===== src/rtl/axis_arb_pkg.sv =====
// Shared types and default sizes for the AXI4-Stream round-robin arbiter.
package axis_arb_pkg;

    localparam int NUM_SRC = 4;
    localparam int DATA_W  = 32;
    localparam int ID_W    = $clog2(NUM_SRC);

    typedef enum logic {
        EMPTY,
        FULL
    } state_t;

endpackage


===== src/rtl/rr_picker.sv =====
// Combinational round-robin picker: first request at or after rr_ptr.
module rr_picker #(
    parameter int N  = 4,
    parameter int IW = 2
) (
    input  logic [N-1:0]  req,
    input  logic [IW-1:0] rr_ptr,
    output logic          sel_valid,
    output logic [IW-1:0] sel_idx
);

    function automatic logic [IW-1:0] wrap_idx(
        input logic [IW-1:0] base,
        input int            off
    );
        int j;
        j = int'(base) + off;
        if (j >= N) begin
            j = j - N;
        end
        return IW'(j);
    endfunction

    // Scan from the farthest offset down so the nearest request wins.
    always_comb begin
        sel_valid = 1'b0;
        sel_idx   = '0;
        for (int k = N - 1; k >= 0; k--) begin
            if (req[wrap_idx(rr_ptr, k)]) begin
                sel_valid = 1'b1;
                sel_idx   = wrap_idx(rr_ptr, k);
            end
        end
    end

endmodule


===== src/rtl/axis_rr_arbiter.sv =====
// Round-robin AXI4-Stream N:1 arbiter with a single registered output beat.
module axis_rr_arbiter #(
    parameter int NUM_SRC = 4,
    parameter int DATA_W  = 32,
    parameter int ID_W    = (NUM_SRC > 1) ? $clog2(NUM_SRC) : 1
) (
    input  logic                      clk,
    input  logic                      reset,
    input  logic [NUM_SRC*DATA_W-1:0] s_axis_tdata,
    input  logic [NUM_SRC-1:0]        s_axis_tvalid,
    output logic [NUM_SRC-1:0]        s_axis_tready,
    input  logic [NUM_SRC-1:0]        src_enable,
    output logic [DATA_W-1:0]         m_axis_tdata,
    output logic [ID_W-1:0]           m_axis_tid,
    output logic                      m_axis_tvalid,
    input  logic                      m_axis_tready,
    output logic                      monitor_tvalid,
    output logic                      monitor_tready
);

    import axis_arb_pkg::*;

    state_t            state;
    logic [ID_W-1:0]   rr_ptr;
    logic [NUM_SRC-1:0] cand;
    logic              sel_valid;
    logic [ID_W-1:0]   sel_idx;
    logic              load_en;
    logic              accept;
    logic [ID_W-1:0]   ptr_next;
    logic [DATA_W-1:0] sel_data;

    assign cand    = s_axis_tvalid & src_enable;
    assign load_en = (state == EMPTY) || m_axis_tready;
    assign accept  = load_en && sel_valid;

    rr_picker #(
        .N  (NUM_SRC),
        .IW (ID_W)
    ) u_picker (
        .req       (cand),
        .rr_ptr    (rr_ptr),
        .sel_valid (sel_valid),
        .sel_idx   (sel_idx)
    );

    assign sel_data = s_axis_tdata[sel_idx*DATA_W +: DATA_W];
    assign ptr_next = (sel_idx == ID_W'(NUM_SRC - 1)) ? '0 : sel_idx + 1'b1;

    // Held low during reset so no source believes a beat was taken.
    always_comb begin
        s_axis_tready = '0;
        if (accept && !reset) begin
            s_axis_tready[sel_idx] = 1'b1;
        end
    end

    always_ff @(posedge clk) begin
        if (reset) begin
            state        <= EMPTY;
            rr_ptr       <= '0;
            m_axis_tdata <= '0;
            m_axis_tid   <= '0;
        end else if (accept) begin
            state        <= FULL;
            rr_ptr       <= ptr_next;
            m_axis_tdata <= sel_data;
            m_axis_tid   <= sel_idx;
        end else if (state == FULL && m_axis_tready) begin
            state <= EMPTY;
        end
    end

    assign m_axis_tvalid  = (state == FULL);
    assign monitor_tvalid = m_axis_tvalid;
    assign monitor_tready = m_axis_tready;

endmodule


===== config.mk =====
export PLATFORM = sky130hd
export DESIGN_NAME = axis_rr_arbiter
export DESIGN_NICKNAME = d
export VERILOG_FILES = /design/src/rtl/axis_arb_pkg.sv /design/src/rtl/rr_picker.sv /design/src/rtl/axis_rr_arbiter.sv
export SDC_FILE = /design/constraint.sdc
export NUM_CORES = 1
export LEC_CHECK = 0
export CAP_MARGIN = 25
export CORE_MARGIN = 3
export CORE_UTILIZATION = 35
export CTS_BUF_LIST = sky130_fd_sc_hd__clkbuf_16
export CTS_CLUSTER_DIAMETER = 100
export CTS_CLUSTER_SIZE = 20
export DETAILED_ROUTE_END_ITERATION = 10
export HOLD_SLACK_MARGIN = 0.06
export PLACE_DENSITY_LB_ADDON = 0.15
export SKIP_CTS_REPAIR_TIMING = 1
export SLEW_MARGIN = 20
export SYNTH_ARGS = -nofsm -noshare
export SYNTH_HDL_FRONTEND = slang
export SYNTH_SLANG_ARGS = --single-unit

===== constraint.sdc =====
create_clock -name clk -period 2.19 [get_ports clk]
set_input_delay 0.3285 -clock clk [delete_from_list [all_inputs] [get_ports clk]]
set_output_delay 0.3285 -clock clk [all_outputs]
set_load 0.02 [all_outputs]

==> results.tsv, run 1 <==
stage	metric	value	unit
route	routed vias	2583	
worst_setup_path	Worst EP required	1.86	ns
global_route	global-route wire length before repair	12200	um
run	max cap viols	0	
worst_setup_path	Crit path arrival time	1.76	ns
floorplan	DIE AREA	7990	um^2
yosys	ys flop type	dfxtp_1	
place	Cells after DPL	476	
route	WL/cell	17.6	um
power_and_ir_drop	Clk pwr share	0.242	
floorplan	die width	89.4	um
route	Residual DRC	0	
route	Total Routed Length	8510	um
floorplan	row count	29	
global_route	vias in the first global route	2519	
route	DRT iter0 DRCs	76	
yosys	most frequent cell after synthesis	mux2i_1	
layout	layout cell share with drive strength beyond 1	0.147	
clocking	Worst-path clk slew	0.05	ns
worst_setup_path	slowest library cell on the worst path	dfxtp_2	
power_and_ir_drop	Design Power	2.70	mW
layout	Final Instance Area	4570	um^2
sta	Final min period	2.09	ns
floorplan	initial core utilization	0.373	
sta	Setup TNS	0	ns
global_route	GRT overflow	0	
layout	layout net count	548	
run_status	status	finished clean	
global_route	GRT Total Usage	0.197	
floorplan	Die H	89.4	um
clocking	CTS tree	yes	
clocking	CTS H-tree lvls	2	
place	dpl ws	-0.627	ns
yosys	cell count after synthesis	228	
yosys	syn avg cell area	10.7	um^2
sta	Final setup violation count	0	
sta	clk_skew	0.00348	ns
yosys	mapped cell area	2430	um^2
yosys	Synth Net Count	369	
route	metal3 WL	872	um
sta	Least-Margin Pin Slew	0.426	ns
clocking	CTS Root Cell	clkbuf_16	
global_route	initial antenna violation count	0	
worst_setup_path	worst path cell trace	nand3b_1, o2111ai_2, o31ai_4, inv_2, ha_1, nor3b_2, buf_4	
yosys	synth top area cells	dfxtp_1 30%, mux2i_1 28%, nand3b_1 10%, o221ai_2 9.9%, o221ai_1 5.8%	
place	Placer Congestion	0.831	
worst_setup_path	Worst setup SP type	register	
route	metal1 wirelength	3370	um
worst_setup_path	crit-path max FO	5	
sta	PnR worst setup slack	0.0988	ns
route	number of routed nets with antenna violations	0	
sta	Slew Limit Fails	0	
worst_setup_path	kind of critical path	reg2out	
power_and_ir_drop	VDD IR max	0.000300	V
worst_setup_path	crit end category	output port	
worst_setup_path	Worst path max stage delay	0.37	ns
route	Via density	5.34	
place	Area after DPL	4340	um^2
yosys	synth warn	0	
floorplan	area of the core	6530	um^2
yosys	area leader, netlist	dfxtp_1	
sta	slew margin rel.	0.716	
clocking	Num CTS Buffers	5	
route	total iterations of the first detailed-routing run	4	
power_and_ir_drop	Pint	1.86	mW
yosys	synth unique cells	32	
sta	Final Hold Fails	0	
clocking	clock sinks	37	
place	HPWL Detailed	6430	um
place	IO Port Bufs	179	
power_and_ir_drop	Leak Pwr	1.79	nW
yosys	Post-synth ARST share	0	
power_and_ir_drop	Pwr Density	592	nW/um^2
yosys	share of the synthesized area in the top cell type	0.304	
worst_setup_path	CP bufs+invs	2	
sta	fmax	478	MHz
power_and_ir_drop	switching part of the total	0.312	
layout	Ant. Diodes	0	
power_and_ir_drop	share of power burned in registers	0.311	
worst_setup_path	cell family with most CP delay	flip-flops	
layout	# fillers	531	
floorplan	I/O Pins	180	
route	DR top layer	met4	
yosys	Seq/Total Area, Yosys	0.304	
yosys	Seq cells post-synth	37	
sta	fin crit share	0.955	
layout	Post-Layout Cell Count	484	
power_and_ir_drop	portion of total power attributed to combinational logic	0.447	
yosys	Post-synth EDFFs	0	
global_route	largest net degree at the start of global routing	36	
layout	area grow syn2layout	87.6	%
route	met2 WL	4100	um
sta	RSZ-0062 raised after global routing	no	
worst_hold_path	worst hold path class	reg2reg	
yosys	Post-synth top cells	68 x mux2i_1, 37 x dfxtp_1, 33 x nand3b_1	
clocking	worst-case clock buffer depth	2	
clocking	clk_lat worst skew	0.27	ns
power_and_ir_drop	Psw	0.843	mW
[area by class of cell]
class                           instances  area (um^2)  share of cell area
Inverter                                1         3.75            0.000822
Clock inverter                          2         7.51             0.00164
Sequential cell                        37          742               0.163
Tap cell                               77         96.3              0.0211
Multi-Input combinational cell        164         1590               0.349
Clock buffer                            5          125              0.0274
Timing Repair Buffer                  198         2000               0.437
[metal layers]
layer,global-route usage,up-vias
met1,0.226,1189
met2,0.338,129
met4,0.0636,0
met5,0,-
li1,-,1253
met3,0.0728,12
[cell usage in the layout (no fill, tap or decap), types with 2 or more instances in the layout]
cell | synthesis | final
dfxtp_1 | 37 | 36
buf_4 | 4 | 15
dlymetal6s2s_1 | 0 | 8
clkbuf_16 | 0 | 6
o221ai_2 | 16 | 16
buf_6 | 5 | 2
ha_1 | 2 | 2
nor2_1 | 4 | 4
nand2_1 | 4 | 2
mux2i_1 | 68 | 68
o221ai_1 | 16 | 16
buf_12 | 0 | 2
nand3b_1 | 33 | 33
nor3b_2 | 0 | 2
clkdlybuf4s50_1 | 0 | 167
nand2_2 | 0 | 2
[registers in the layout (all words and copies together) (netlist names)]
signal,count
m_axis_tvalid,1
m_axis_tid,2
rr_ptr,2
m_axis_tdata,32
[power by group through the flow]
stage          combinational (mW)  clock [mW]  sequential [mW]
3_5_place_dp                 1.19           0            0.854
2_1_floorplan               0.492           0            0.967
3_3_place_gp                 1.18           0            0.851
5_1_grt                      1.29       0.693            0.853
4_1_cts                      1.20       0.671            0.842
6_report                     1.21       0.654            0.841
[cell families after synthesis]
kind of cell,count (synthesis),synth area share
muxes,68,0.280
and+or+nand+nor,53,0.146
buffers and inverters,27,0.0668
AOI/OAI and AO/OA,41,0.193
DFF,37,0.304
adders and majority gates,2,0.0103
[through the flow]
step	utilization	hold slack [ns]
floorplan	-	0.526
global placement	0.665	0.475
detailed placement	0.665	0.488
CTS	0.685	0.501
global route	0.699	0.532
finish	0.699	0.498
[worst paths after layout]
path                                       from                       endpoint  slack (ns)  depth (start not counted)
hold / removal    m_axis_tdata[11]$_SDFFE_PP0P_  m_axis_tdata[11]$_SDFFE_PP0P_        0.50                          2
setup / recovery         rr_ptr[0]$_SDFFE_PP0P_               s_axis_tready[2]         0.1                          7
setup reg to reg         rr_ptr[0]$_SDFFE_PP0P_  m_axis_tdata[15]$_SDFFE_PP0P_        0.17                          8
hold reg to reg   m_axis_tdata[11]$_SDFFE_PP0P_  m_axis_tdata[11]$_SDFFE_PP0P_        0.50                          2
[worst min-delay path, cell delays in order (launching register included)]
cell and delay [ns]:
dfxtp_1 0.32, nand3b_1 0.07, o221ai_1 0.07
Note: power is estimated with default switching activity, not from simulation.
==> run 2, diff against run 1 <==
==> constraint.sdc (replaced) <==
create_clock -name clk -period 2.19 [get_ports clk]
set_input_delay 0.219 -clock clk [delete_from_list [all_inputs] [get_ports clk]]
set_output_delay 0.219 -clock clk [all_outputs]
set_load 0.02 [all_outputs]
==> results.tsv, run 2 (synthesized netlist as in run 1, its figures left out) <==
stage	metric	value	unit
global_route	initial antenna violation count	0	
worst_setup_path	kind of critical path	in2reg	
sta	fmax	473	MHz
sta	hold slack final	0.411	ns
route	Via density	5.36	
clocking	CTS Root Cell	clkbuf_16	
layout	Final Core Density	0.693	
layout	layout net count	547	
worst_setup_path	Crit path arrival time	2.31	ns
place	Area after DPL	4320	um^2
layout	# fillers	530	
sta	fin crit share	0.966	
place	IO Port Bufs	179	
layout	Largest regs	m_axis_tdata x32, m_axis_tid x2, rr_ptr x2	
worst_setup_path	crit-path max FO	16	
global_route	global-route wire length before repair	12200	um
floorplan	row count	29	
floorplan	I/O Pins	180	
clocking	clk_lat worst skew	0.27	ns
clocking	clock sinks	37	
route	Residual DRC	0	
sta	clk_skew	0.00318	ns
route	number of routed nets with antenna violations	0	
floorplan	initial core utilization	0.373	
global_route	largest net degree at the start of global routing	37	
sta	Setup TNS	0	ns
floorplan	area of the core	6530	um^2
layout	Top reg by flops	m_axis_tdata	
layout	Ant. Diodes	0	
sta	Least-Margin Pin Slew	0.444	ns
clocking	CTS H-tree lvls	2	
clocking	CTS tree	yes	
route	Total Routed Length	8340	um
sta	Final setup violation count	0	
clocking	worst-case clock buffer depth	2	
run_status	status	finished clean	
power_and_ir_drop	Leak Pwr	1.79	nW
layout	layout cell share with drive strength beyond 1	0.131	
sta	slew margin rel.	0.704	
clocking	Worst-path clk slew	0.05	ns
worst_setup_path	Worst setup SP type	primary input	
layout	most frequent cells in the layout	169 x clkdlybuf4s50_1, 68 x mux2i_1, 37 x dfxtp_1	
layout	Multi-input gate area	1570	um^2
floorplan	Die H	89.4	um
sta	Final min period	2.11	ns
global_route	GRT overflow	0	
route	DRT iter0 DRCs	29	
layout	commonest non-fill, non-tap cell in the layout	clkdlybuf4s50_1	
layout	area grow syn2layout	85.9	%
layout	max reg flops	32	
worst_setup_path	crit end category	register	
worst_hold_path	worst hold path class	in2reg	
global_route	vias in the first global route	2569	
global_route	GRT Total Usage	0.196	
layout	Reg area	741	um^2
route	routed vias	2590	
place	HPWL Detailed	6390	um
power_and_ir_drop	Pwr Density	596	nW/um^2
layout	Final Instance Area	4520	um^2
floorplan	DIE AREA	7990	um^2
sta	Slew Limit Fails	0	
route	WL/cell	17.3	um
place	Placer Congestion	0.799	
worst_setup_path	Worst EP required	2.38	ns
floorplan	die width	89.4	um
sta	Final Hold Fails	0	
clocking	Num CTS Buffers	5	
route	total iterations of the first detailed-routing run	4	
run	max cap viols	0	
layout	Post-Layout Cell Count	483	
place	Cells after DPL	474	
power_and_ir_drop	VDD IR max	0.000300	V
## run 2: cell types whose count changed in the layout (fill, tap and decap cells not counted), sizes merged
cell	delta
buf	-2
clkbuf	-1
clkdlybuf4s50	+2
## run 2: final timing paths
check,slack [ns],cells after the start,startpoint,end
max,0.08,10,src_enable[2],m_axis_tdata[19]$_SDFFE_PP0P_
min reg2reg,0.50,2,m_axis_tid[0]$_SDFFE_PP0P_,m_axis_tid[0]$_SDFFE_PP0P_
min,0.41,3,src_enable[1],m_axis_tvalid$_SDFFE_PP0P_
max reg2reg,0.19,8,rr_ptr[0]$_SDFFE_PP0P_,m_axis_tdata[19]$_SDFFE_PP0P_
## run 2: cell type report
class / instances / area share
Timing Repair Buffer: 197 / 0.438
Multi-Input combinational cell: 164 / 0.347
Sequential cell: 37 / 0.164
Clock buffer: 5 / 0.0277
Tap cell: 77 / 0.0213
Clock inverter: 2 / 0.00166
Inverter: 1 / 0.000830
## run 2: routing by layer
metal / part of all wire / GRT usage / up-vias
li1: - / - / 1249
met1: 0.39 / 0.223 / 1188
met2: 0.49 / 0.344 / 141
met3: 0.11 / 0.0682 / 12
met4: 0.018 / 0.0582 / 0
met5: 0 / 0 / -
## run 2: critical path, cell delays in order
cell             delay [ns]
clkdlybuf4s50_1        0.43
nand2_1                0.11
buf_4                  0.14
nor2_2                 0.04
o31ai_4                0.33
inv_2                  0.09
buf_4                  0.15
or3_4                  0.39
clkbuf_16              0.21
o221ai_1               0.20
## run 2: metrics by stage
stage / setup WS [ns] / power (mW)
final: 0.0751 / 2.70
after global routing: -0.0141 / 2.84
after CTS: -0.493 / 2.71
after detailed placement: -0.485 / 2.04
after global placement: -0.405 / 2.02
after floorplan: 0.0792 / 1.46
## run 2: power by group
part	leakage, nW	switching (mW)	total (mW)	internal [mW]
registers	0.306	0.0559	0.835	0.779
clock network	0.0685	0.260	0.667	0.407
logic	1.42	0.528	1.19	0.667
total	1.79	0.844	2.70	1.85
==> run 3, diff against run 2 <==
CAP_MARGIN = not set   (was 25)
==> results of run 3 <==
Same layout as run 2: the final DEF is identical, and so are final timing and power.
